File: config.mk
export PLATFORM = sky130hd
export DESIGN_NAME = lsu_bus_bridge_flat
export DESIGN_NICKNAME = d
export VERILOG_FILES = /design/src/rtl/lsu_bus_bridge_if.sv /design/src/rtl/lsu_bus_bridge.sv /design/src/flat_wrapper.sv
export SDC_FILE = /design/constraint.sdc
export NUM_CORES = 1
export LEC_CHECK = 0
export CAP_MARGIN = 5
export CORE_ASPECT_RATIO = 1.75
export CORE_UTILIZATION = 44
export CTS_CLUSTER_DIAMETER = 100
export DETAILED_ROUTE_END_ITERATION = 8
export PLACE_DENSITY = 0.8
export RECOVER_POWER = 100
export REMOVE_ABC_BUFFERS = 1
export SETUP_SLACK_MARGIN = 0.15
export SLEW_MARGIN = 10
export SYNTH_ARGS = -nofsm -noshare
export SYNTH_HDL_FRONTEND = slang
export SYNTH_SLANG_ARGS = --single-unit
File: constraint.sdc
create_clock -name clk -period 4.1 [get_ports clk]
set_input_delay 0.615 -clock clk [delete_from_list [all_inputs] [get_ports clk]]
set_output_delay 0.615 -clock clk [all_outputs]
set_load 0.005 [all_outputs]
File: src/rtl/lsu_bus_bridge_if.sv
// Signal bundle between the core LSU, the bridge and the req/ack bus responder.
// The bridge drives the bus, so it uses the master modport; the environment side uses slave.
interface lsu_bus_bridge_if;
  logic [1:0]  MemWrite;
  logic [2:0]  SizeLoad;
  logic [31:0] Addr;
  logic [31:0] WriteData;
  logic [31:0] ReadData;
  logic        Stall;
  logic        Err;
  logic        bus_req;
  logic        bus_we;
  logic [31:0] bus_addr;
  logic [31:0] bus_wdata;
  logic [3:0]  bus_be;
  logic        bus_ack;
  logic [31:0] bus_rdata;

  modport master (
    input  MemWrite, SizeLoad, Addr, WriteData, bus_ack, bus_rdata,
    output ReadData, Stall, Err, bus_req, bus_we, bus_addr, bus_wdata, bus_be
  );

  modport slave (
    output MemWrite, SizeLoad, Addr, WriteData, bus_ack, bus_rdata,
    input  ReadData, Stall, Err, bus_req, bus_we, bus_addr, bus_wdata, bus_be
  );
endinterface

File: src/rtl/lsu_bus_bridge.sv
// Single-outstanding load/store bridge from the core LSU to a req/ack bus.
// Define LSU_MISALIGN_TRAP_EN to trap misaligned half/word accesses instead of masking the low address bits.
//   state | meaning
//   IDLE  | waiting for a load/store request
//   BUSY  | bus_req held with latched address/data until bus_ack
//   DONE  | result (or trap) presented for one cycle, core released
module lsu_bus_bridge (
  input  logic             clk,
  input  logic             reset,
  lsu_bus_bridge_if.master lsu
);
  localparam logic [1:0] ST_IDLE = 2'd0;
  localparam logic [1:0] ST_BUSY = 2'd1;
  localparam logic [1:0] ST_DONE = 2'd2;

  logic [1:0]  state_q, state_d;
  logic        bus_req_q, bus_req_d;
  logic        bus_we_q, bus_we_d;
  logic [3:0]  bus_be_q, bus_be_d;
  logic [31:0] bus_addr_q, bus_addr_d;
  logic [31:0] bus_wdata_q, bus_wdata_d;
  logic [31:0] rdata_q, rdata_d;
  logic [2:0]  ld_q, ld_d;
  logic [1:0]  off_q, off_d;
  logic        mis_q, mis_d;

  logic        ld_valid, req, mis;
  logic [1:0]  acc_size;
  logic [2:0]  ld_type;
  logic [3:0]  be;
  logic [31:0] wdata;
  logic [7:0]  rd_byte;
  logic [15:0] rd_half;

  // A store wins over a simultaneous load; load size comes from the low two bits of the load code.
  always_comb begin
    ld_valid = (lsu.SizeLoad inside {3'b001, 3'b010, 3'b011, 3'b101, 3'b110});
    req      = (lsu.MemWrite != 2'b00) || ld_valid;
    acc_size = 2'b00;
    ld_type  = 3'b000;
    if (lsu.MemWrite != 2'b00) begin
      acc_size = lsu.MemWrite;
    end else if (ld_valid) begin
      acc_size = lsu.SizeLoad[1:0];
      ld_type  = lsu.SizeLoad;
    end
    case (acc_size)
      2'b01: begin
        be    = 4'b0001 << lsu.Addr[1:0];
        wdata = {4{lsu.WriteData[7:0]}};
      end
      2'b10: begin
        be    = 4'b0011 << {lsu.Addr[1], 1'b0};
        wdata = {2{lsu.WriteData[15:0]}};
      end
      2'b11: begin
        be    = 4'b1111;
        wdata = lsu.WriteData;
      end
      default: begin
        be    = 4'b0000;
        wdata = 32'd0;
      end
    endcase
  end

`ifdef LSU_MISALIGN_TRAP_EN
  assign mis = ((acc_size == 2'b10) && lsu.Addr[0]) ||
               ((acc_size == 2'b11) && (lsu.Addr[1:0] != 2'b00));
`else
  assign mis = 1'b0;
`endif

  always_comb begin
    state_d     = state_q;
    bus_req_d   = bus_req_q;
    bus_we_d    = bus_we_q;
    bus_be_d    = bus_be_q;
    bus_addr_d  = bus_addr_q;
    bus_wdata_d = bus_wdata_q;
    rdata_d     = rdata_q;
    ld_d        = ld_q;
    off_d       = off_q;
    mis_d       = mis_q;
    case (state_q)
      ST_IDLE: begin
        if (req) begin
          bus_we_d    = (lsu.MemWrite != 2'b00);
          bus_be_d    = be;
          bus_addr_d  = {lsu.Addr[31:2], 2'b00};
          bus_wdata_d = wdata;
          ld_d        = ld_type;
          off_d       = lsu.Addr[1:0];
          mis_d       = mis;
          if (mis) begin
            state_d = ST_DONE;
          end else begin
            state_d   = ST_BUSY;
            bus_req_d = 1'b1;
          end
        end
      end
      ST_BUSY: begin
        if (lsu.bus_ack) begin
          rdata_d   = lsu.bus_rdata;
          bus_req_d = 1'b0;
          state_d   = ST_DONE;
        end
      end
      ST_DONE: state_d = ST_IDLE;
      default: state_d = ST_IDLE;
    endcase
  end

  always_ff @(posedge clk or posedge reset) begin
    if (reset) begin
      state_q     <= ST_IDLE;
      bus_req_q   <= 1'b0;
      bus_we_q    <= 1'b0;
      bus_be_q    <= 4'b0000;
      bus_addr_q  <= 32'd0;
      bus_wdata_q <= 32'd0;
      rdata_q     <= 32'd0;
      ld_q        <= 3'b000;
      off_q       <= 2'b00;
      mis_q       <= 1'b0;
    end else begin
      state_q     <= state_d;
      bus_req_q   <= bus_req_d;
      bus_we_q    <= bus_we_d;
      bus_be_q    <= bus_be_d;
      bus_addr_q  <= bus_addr_d;
      bus_wdata_q <= bus_wdata_d;
      rdata_q     <= rdata_d;
      ld_q        <= ld_d;
      off_q       <= off_d;
      mis_q       <= mis_d;
    end
  end

  always_comb begin
    case (off_q)
      2'd0:    rd_byte = rdata_q[7:0];
      2'd1:    rd_byte = rdata_q[15:8];
      2'd2:    rd_byte = rdata_q[23:16];
      default: rd_byte = rdata_q[31:24];
    endcase
    rd_half = off_q[1] ? rdata_q[31:16] : rdata_q[15:0];
    lsu.ReadData = 32'd0;
    if ((state_q == ST_DONE) && !mis_q) begin
      case (ld_q)
        3'b001:  lsu.ReadData = {{24{rd_byte[7]}}, rd_byte};
        3'b010:  lsu.ReadData = {{16{rd_half[15]}}, rd_half};
        3'b011:  lsu.ReadData = rdata_q;
        3'b101:  lsu.ReadData = {24'd0, rd_byte};
        3'b110:  lsu.ReadData = {16'd0, rd_half};
        default: lsu.ReadData = 32'd0;
      endcase
    end
  end

  assign lsu.Stall     = ((state_q == ST_IDLE) && req) || (state_q == ST_BUSY);
  assign lsu.bus_req   = bus_req_q;
  assign lsu.bus_we    = bus_we_q;
  assign lsu.bus_be    = bus_be_q;
  assign lsu.bus_addr  = bus_addr_q;
  assign lsu.bus_wdata = bus_wdata_q;

`ifdef LSU_MISALIGN_TRAP_EN
  assign lsu.Err = (state_q == ST_DONE) && mis_q;
`else
  assign lsu.Err = 1'b0;
`endif
endmodule

File: src/flat_wrapper.sv
// flat-port wrapper written by rule: the top's interface ports become plain ports
module lsu_bus_bridge_flat 
  (clk, reset, lsu_MemWrite, lsu_SizeLoad, lsu_Addr, lsu_WriteData, lsu_bus_ack, lsu_bus_rdata, lsu_ReadData, lsu_Stall, lsu_Err, lsu_bus_req, lsu_bus_we, lsu_bus_addr, lsu_bus_wdata, lsu_bus_be);
  lsu_bus_bridge_if lsu_i ();
  input  logic clk;
  input  logic reset;
  input wire logic [$bits(lsu_i.MemWrite)-1:0] lsu_MemWrite;
  input wire logic [$bits(lsu_i.SizeLoad)-1:0] lsu_SizeLoad;
  input wire logic [$bits(lsu_i.Addr)-1:0] lsu_Addr;
  input wire logic [$bits(lsu_i.WriteData)-1:0] lsu_WriteData;
  input wire logic [$bits(lsu_i.bus_ack)-1:0] lsu_bus_ack;
  input wire logic [$bits(lsu_i.bus_rdata)-1:0] lsu_bus_rdata;
  output wire logic [$bits(lsu_i.ReadData)-1:0] lsu_ReadData;
  output wire logic [$bits(lsu_i.Stall)-1:0] lsu_Stall;
  output wire logic [$bits(lsu_i.Err)-1:0] lsu_Err;
  output wire logic [$bits(lsu_i.bus_req)-1:0] lsu_bus_req;
  output wire logic [$bits(lsu_i.bus_we)-1:0] lsu_bus_we;
  output wire logic [$bits(lsu_i.bus_addr)-1:0] lsu_bus_addr;
  output wire logic [$bits(lsu_i.bus_wdata)-1:0] lsu_bus_wdata;
  output wire logic [$bits(lsu_i.bus_be)-1:0] lsu_bus_be;
  assign lsu_i.MemWrite = lsu_MemWrite;
  assign lsu_i.SizeLoad = lsu_SizeLoad;
  assign lsu_i.Addr = lsu_Addr;
  assign lsu_i.WriteData = lsu_WriteData;
  assign lsu_i.bus_ack = lsu_bus_ack;
  assign lsu_i.bus_rdata = lsu_bus_rdata;
  assign lsu_ReadData = lsu_i.ReadData;
  assign lsu_Stall = lsu_i.Stall;
  assign lsu_Err = lsu_i.Err;
  assign lsu_bus_req = lsu_i.bus_req;
  assign lsu_bus_we = lsu_i.bus_we;
  assign lsu_bus_addr = lsu_i.bus_addr;
  assign lsu_bus_wdata = lsu_i.bus_wdata;
  assign lsu_bus_be = lsu_i.bus_be;
  lsu_bus_bridge u_core (.clk(clk), .reset(reset), .lsu(lsu_i));
endmodule
# Word-level counts from Yosys, hierarchy flattened
# Index checks and enable logic that the tools add are counted.
# classes
n_eq_ne,19
n_shift,2
n_mux,16
reduce_logical,12
# ops
op,count
one-hot mux 32 bit (5 select lines),1
one-hot mux 32 bit (3 select lines),1
2-to-1 mux 32 bit,1
one-hot mux 8 bit (3 select lines),1
2-to-1 mux 16 bit,1
== test 3 x 2 -> 1 bit (second input constant),4
== test 3 bit (second input constant),4
one-hot mux 4 bit (3 select lines),1
== test 2 bit (second input constant),4
2-to-1 mux 2 bit,4
== test 2 x 1 -> 1 bit (second input constant),3
== test 3 x 1 -> 1 bit (second input constant),2
2-to-1 mux 3 bit,2
AND reduction 2 bit,3
nonzero test 5 bit,1
logical NOT 2 bit,2
one-hot mux 2 bit (2 select lines),1
nonzero test 2 bit,2
left shift 1 x 2 -> 4 bit (first input constant),1
left shift 2 x 2 -> 4 bit (first input constant),1
AND reduction 3 bit,1
logical OR 1 bit,2
2-to-1 mux 1 bit,2
inequality test 2 x 1 -> 1 bit (second input constant),1
3 further kinds,3
# word_totals
ff_bits,107
inputBits,104
out_inout_bits,104
elab_cells,58

# Depth between registers and ports, before layout
# depth
depth_word,6
ltp_mapped,8

# Worst setup path after synthesis
# OpenSTA, ideal clock, no wires.
# synth_timing
path_kind,register -> output
from,register u_core.state_q[0]
to,output lsu_ReadData[21]
t_arrival_ns,1.573
t_required_ns,3.485
setup_slack_ns,1.912
stages_incl_launch_ff,5
cell_sequence,dfrtp_1 -> or4b_2 -> clkbuf_1 -> clkbuf_1 -> a21oi_1
# synth_via
elab_chain_len,2
# synth_lines
item,line_no,rtl
from (decl),lsu_bus_bridge.sv:16,"logic [1:0] state_q, state_d;"
from (signal assigned),lsu_bus_bridge.sv:128,state_q <= state_d;
== test 2 bit,lsu_bus_bridge.sv:150,if ((state_q == ST_DONE) && !mis_q) begin
2-to-1 mux 32 bit,lsu_bus_bridge.sv:150,
to (decl),flat_wrapper.sv:13,output wire logic [$bits(lsu_i.ReadData)-1:0] lsu_ReadData;
# No other way between the ends.

# Final worst setup path
# layout_timing
from,register u_core.ld_q[0]
to,output lsu_ReadData[29]
# layout_via
elab_chain_len,3
word_cells_on_any_way,7
classes_between,5 x eq/ne; 2 x mux
# layout_lines
item,line_no,rtl
from (decl),lsu_bus_bridge.sv:23,"logic [2:0] ld_q, ld_d;"
from (signal assigned),lsu_bus_bridge.sv:135,ld_q <= ld_d;
"== test 3 bit, or another cell as far along",lsu_bus_bridge.sv:151,case (ld_q)
one-hot mux 32 bit (5 select lines) *,lsu_bus_bridge.sv:151,
2-to-1 mux 32 bit *,lsu_bus_bridge.sv:150,
# Mark *: on every way between the ends. The rest lies on a longest branch, timed or not.

==> impl_results.html <==
<table>
<tr><th>Metric</th><th>Value</th></tr>
<tr><th colspan="2">Global route</th></tr>
<tr><td>Vias in the first global route</td><td>5446</td></tr>
<tr><td>Met1 GRT Util</td><td>29.1%</td></tr>
<tr><td>First-pass GRT wire length</td><td>26.2 mm</td></tr>
<tr><td>Overflow left after global routing</td><td>0</td></tr>
<tr><td>Global router's overall resource usage</td><td>26.2%</td></tr>
<tr><td>Met2 Use GR</td><td>46.2%</td></tr>
<tr><td>Routing usage on met3</td><td>6.55%</td></tr>
<tr><td>Maximum number of pins on one net before global-route repair</td><td>79</td></tr>
<tr><td>GRT busiest layer</td><td>met2</td></tr>
<tr><td>Number of antenna violations at the first check in global routing</td><td>0</td></tr>
<tr><th colspan="2">Timing</th></tr>
<tr><td>Setup repair after global routing missed its margin</td><td>false</td></tr>
<tr><td>Setup clock skew after layout</td><td>0.0152 ns</td></tr>
<tr><td>Setup violators final</td><td>0</td></tr>
<tr><td>Slew Viols, Final</td><td>70</td></tr>
<tr><td>Worst hold-check slack</td><td>0.470 ns</td></tr>
<tr><td>Pin slew with the least headroom to its limit</td><td>2.63 ns</td></tr>
<tr><td>Max-Slew Margin vs Limit</td><td>-75.5%</td></tr>
<tr><td>Period minus WS final</td><td>3.64 ns</td></tr>
<tr><td>Post-route fraction of the period consumed by the critical path</td><td>88.7%</td></tr>
<tr><td>Setup TNS after final layout</td><td>0 ns</td></tr>
<tr><td>Upper clock frequency limit</td><td>275 MHz</td></tr>
<tr><td>Total count of hold-check failures in the final report</td><td>0</td></tr>
<tr><th colspan="2">Critical path</th></tr>
<tr><td>Required time of the critical path</td><td>3.48 ns</td></tr>
<tr><td>Cell depth of the worst flop-to-flop path</td><td>4</td></tr>
<tr><td>Arrival time at the worst endpoint</td><td>3.02 ns</td></tr>
<tr><td>Largest driver fanout on the critical path</td><td>18</td></tr>
<tr><td>Ordered list of cells on the worst path</td><td>nor2b_1 -&gt; clkbuf_2 -&gt; and2_0 -&gt; nand2_1 -&gt; a21oi_1 -&gt; dlygate4sd3_1</td></tr>
<tr><td>Category of the worst setup path launch point</td><td>register</td></tr>
<tr><td>Worst stage delay on the critical path</td><td>0.70 ns</td></tr>
<tr><td>Start-to-end type of the worst setup path</td><td>reg -&gt; out</td></tr>
<tr><td>Setup slack of the worst register-to-register path</td><td>1.43 ns</td></tr>
<tr><td>Max stage delay cell, worst path</td><td>sky130_fd_sc_hd__and2_0</td></tr>
<tr><td>Type of destination of the critical path</td><td>output port</td></tr>
<tr><th colspan="2">Yosys</th></tr>
<tr><td>Mux contribution to synthesized area</td><td>6.59%</td></tr>
<tr><td>Fraction of the mapped netlist area in adder cells</td><td>0%</td></tr>
<tr><td>Dominant cell type by area after synthesis</td><td>sky130_fd_sc_hd__dfrtp_1</td></tr>
<tr><td>Sequential fraction of the synthesis area</td><td>49.8%</td></tr>
<tr><td>Synth Area in Simple Gates</td><td>23.2%</td></tr>
<tr><td>Average cell area after synthesis</td><td>8.49 um^2</td></tr>
<tr><td>Synth area leaders</td><td>sky130_fd_sc_hd__dfrtp_1, sky130_fd_sc_hd__nand2_1, sky130_fd_sc_hd__mux2i_1</td></tr>
<tr><td>Commonest cells in the netlist</td><td>sky130_fd_sc_hd__nand2_1, sky130_fd_sc_hd__dfrtp_1, sky130_fd_sc_hd__a21oi_1, sky130_fd_sc_hd__nor2_1, sky130_fd_sc_hd__mux2i_1</td></tr>
<tr><td>Post-synthesis compound-gate area fraction</td><td>15.6%</td></tr>
<tr><td>Post-synthesis instance area</td><td>0.00538 mm^2</td></tr>
<tr><td>Most used flip-flop cell after synthesis</td><td>sky130_fd_sc_hd__dfrtp_1</td></tr>
<tr><td>Number of enable-type register cells in the synthesized netlist</td><td>0</td></tr>
<tr><td>Share of the synthesized area in the top cell type</td><td>49.8%</td></tr>
<tr><td>Main combinational cell family by area after synthesis</td><td>simple AND/OR/NAND/NOR gates</td></tr>
<tr><td>XOR/XNOR Fraction of Synth Area</td><td>0%</td></tr>
<tr><td>Most common cell in the synthesized netlist</td><td>sky130_fd_sc_hd__nand2_1</td></tr>
<tr><td>Fraction of registers with async set or reset after synthesis</td><td>100%</td></tr>
<tr><td>Post-synthesis cell type count</td><td>44</td></tr>
<tr><td>Number of synthesized register bits</td><td>107</td></tr>
<tr><td>Count of mapped cells out of synthesis</td><td>633</td></tr>
<tr><td>Synth warnings</td><td>0</td></tr>
<tr><th colspan="2">Pwr</th></tr>
<tr><td>Cell Pwr Density</td><td>586 mW/mm^2</td></tr>
<tr><td>Final Total Pwr</td><td>4550 uW</td></tr>
<tr><td>IR drop worst, VDD</td><td>325 uV</td></tr>
<tr><td>Standby leakage power</td><td>0.00361 uW</td></tr>
<tr><th colspan="2">Status</th></tr>
<tr><td>Status</td><td>finished with violations</td></tr>
<tr><td>Failing checks</td><td>max-capacitance violations, max-slew violations</td></tr>
<tr><th colspan="2">Finish</th></tr>
<tr><td>Growth of design area from synthesis to finish</td><td>44.5%</td></tr>
<tr><td>Nets@finish</td><td>917</td></tr>
<tr><td>Fraction of final layout cells with drive strength greater than 1</td><td>5.13%</td></tr>
<tr><td>Number of standard cells in the final layout excluding fillers</td><td>955</td></tr>
<tr><td>Core Util, Final</td><td>65.1%</td></tr>
<tr><td>Antenna Cells</td><td>0</td></tr>
<tr><th colspan="2">Route</th></tr>
<tr><td>Number of vias in the routed layout</td><td>5342</td></tr>
<tr><td>Number of iterations in the first detailed-routing pass</td><td>5</td></tr>
<tr><td>Via-to-Cell Ratio</td><td>5.59</td></tr>
<tr><td>Count of routing violations after the opening detailed-route iteration</td><td>267</td></tr>
<tr><td>DRC Markers</td><td>0</td></tr>
<tr><td>Routed WL per cell</td><td>17.1 um</td></tr>
<tr><td>Number of routed nets with antenna violations</td><td>0</td></tr>
<tr><td>Final wirelength</td><td>16.3 mm</td></tr>
<tr><th colspan="2">CTS</th></tr>
<tr><td>Later-pin clock latency in the skew report</td><td>0.35 ns</td></tr>
<tr><td>CTS Root Cell</td><td>sky130_fd_sc_hd__clkbuf_16</td></tr>
<tr><td>Bufs on Longest Clock Path</td><td>2</td></tr>
<tr><td>TritonCTS Sinks</td><td>107</td></tr>
<tr><td>Num CTS Buffers</td><td>9</td></tr>
<tr><td>Clock-pin transition on the worst setup and hold timing paths</td><td>0.07 ns</td></tr>
<tr><td>CTS hold repair buffers</td><td>0</td></tr>
<tr><td>Number of H-tree branching levels</td><td>3</td></tr>
<tr><td>Post-CTS Repair Setup Buffers</td><td>0</td></tr>
<tr><td>CTS tree</td><td>built</td></tr>
<tr><td>Number of gates given a new drive strength after cts</td><td>0</td></tr>
<tr><th colspan="2">Floorplanning</th></tr>
<tr><td>Standard cell core area</td><td>0.0119 mm^2</td></tr>
<tr><td>Area enclosed by the die boundary</td><td>0.0127 mm^2</td></tr>
<tr><td>Initial Util</td><td>45.0%</td></tr>
<tr><td>Floorplan row count</td><td>53</td></tr>
<tr><td>Die span in y</td><td>148 um</td></tr>
<tr><td>Width of the die</td><td>85.6 um</td></tr>
<tr><td>Top-level port count</td><td>208</td></tr>
<tr><th colspan="2">Placement</th></tr>
<tr><td>Number of cells in the design after placement</td><td>939</td></tr>
<tr><td>Number of port buffers</td><td>204</td></tr>
<tr><td>RePlAce Congestion</td><td>0.909</td></tr>
<tr><td>Half-perimeter wire length after placement</td><td>12.0 mm</td></tr>
<tr><th colspan="2">Run</th></tr>
<tr><td>MaxCap Viol Count</td><td>1</td></tr>
<tr><th colspan="2">Min path</th></tr>
<tr><td>Path class of the lowest-slack min-delay path</td><td>reg -&gt; reg</td></tr>
<tr><td>Number of cells on the worst hold path</td><td>2</td></tr>
</table>
## worst paths after layout
check / start / to
min in group asynchronous: reset / u_core.lsu.bus_addr[21]
min reg2reg: u_core.lsu.bus_addr[10] / u_core.lsu.bus_addr[10]
max in group asynchronous: reset / u_core.lsu.bus_addr[10]
max reg2reg: u_core.state_q[0] / u_core.lsu.bus_be[0]
min: u_core.lsu.bus_addr[10] / u_core.lsu.bus_addr[10]
max: u_core.ld_q[0] / lsu_ReadData[29]
## where the power goes
group          internal, uW  switching [uW]
sequential             1500             324
combinational           913             907
clock                   490             420
## cell usage in the layout (no fill, tap or decap), types with 3 or more instances in the layout
master                            instances
sky130_fd_sc_hd__nand2_1                255
sky130_fd_sc_hd__clkdlybuf4s50_1        107
sky130_fd_sc_hd__dfrtp_1                107
sky130_fd_sc_hd__dlygate4sd3_1           97
sky130_fd_sc_hd__nor2_1                  39
sky130_fd_sc_hd__a21oi_1                 39
sky130_fd_sc_hd__mux2i_1                 23
sky130_fd_sc_hd__o21ai_0                 21
sky130_fd_sc_hd__a222oi_1                15
sky130_fd_sc_hd__a221oi_1                10
sky130_fd_sc_hd__a22oi_1                  9
sky130_fd_sc_hd__mux2_2                   9
sky130_fd_sc_hd__clkbuf_16                9
sky130_fd_sc_hd__buf_4                    9
sky130_fd_sc_hd__o2bb2ai_1                8
sky130_fd_sc_hd__inv_1                    7
sky130_fd_sc_hd__nor2b_1                  3
sky130_fd_sc_hd__nand2b_1                 3
sky130_fd_sc_hd__nor3b_1                  3
sky130_fd_sc_hd__conb_1                   3
## stage by stage
stage,instance area [um^2],worst slack (ns)
after floorplan,5160,0.668
after global routing,7770,0.276
after detailed placement,7480,0.859
final,7770,0.462
after CTS,7790,0.720
after global placement,7480,0.918
## final cells by class
| class | instances | area, um^2 |
|---|---|---|
| tap | 137 | 171 |
| multi-input combinational | 472 | 2440 |
| clock buffer | 10 | 229 |
| inverter | 7 | 26.3 |
| clock inverter | 6 | 83.8 |
| timing repair buffer | 216 | 2140 |
| sequential | 107 | 2680 |
| fill | 961 | 4170 |
## state kept, by name (all words and copies together) (netlist names)
name                  cells
u_core.rdata_q           32
u_core.lsu.bus_addr      30
u_core.lsu.bus_we         1
u_core.lsu.bus_be         4
u_core.lsu.bus_wdata     32
u_core.ld_q               3
u_core.off_q              2
u_core.state_q            2
u_core.lsu.bus_req        1
## layer usage
layer  vias to the layer above  share of wire [%]
met5                         -                  0
met4                         0                3.7
met3                        42                8.1
met2                       294                 51
met1                      2512                 37
li1                       2494                  -
## kinds of logic (layout without fill, tap and decap cells)
kind of cell / count (synthesis) / in the layout
AOI/OAI and AO/OA: 121 / 121
buffers and inverters: 56 / 239
DFF: 107 / 107
muxes: 33 / 33
other: 1 / 3
and+or+nand+nor: 315 / 315
## critical path, delay by kind of cell, from the launching register on
kind            cells  cell delay (ns)
flops               1             0.59
compound gates      1             0.18
buf+inv             2             0.92
simple gates        3             1.00
No activity file was read; power rests on OpenSTA's default activity.
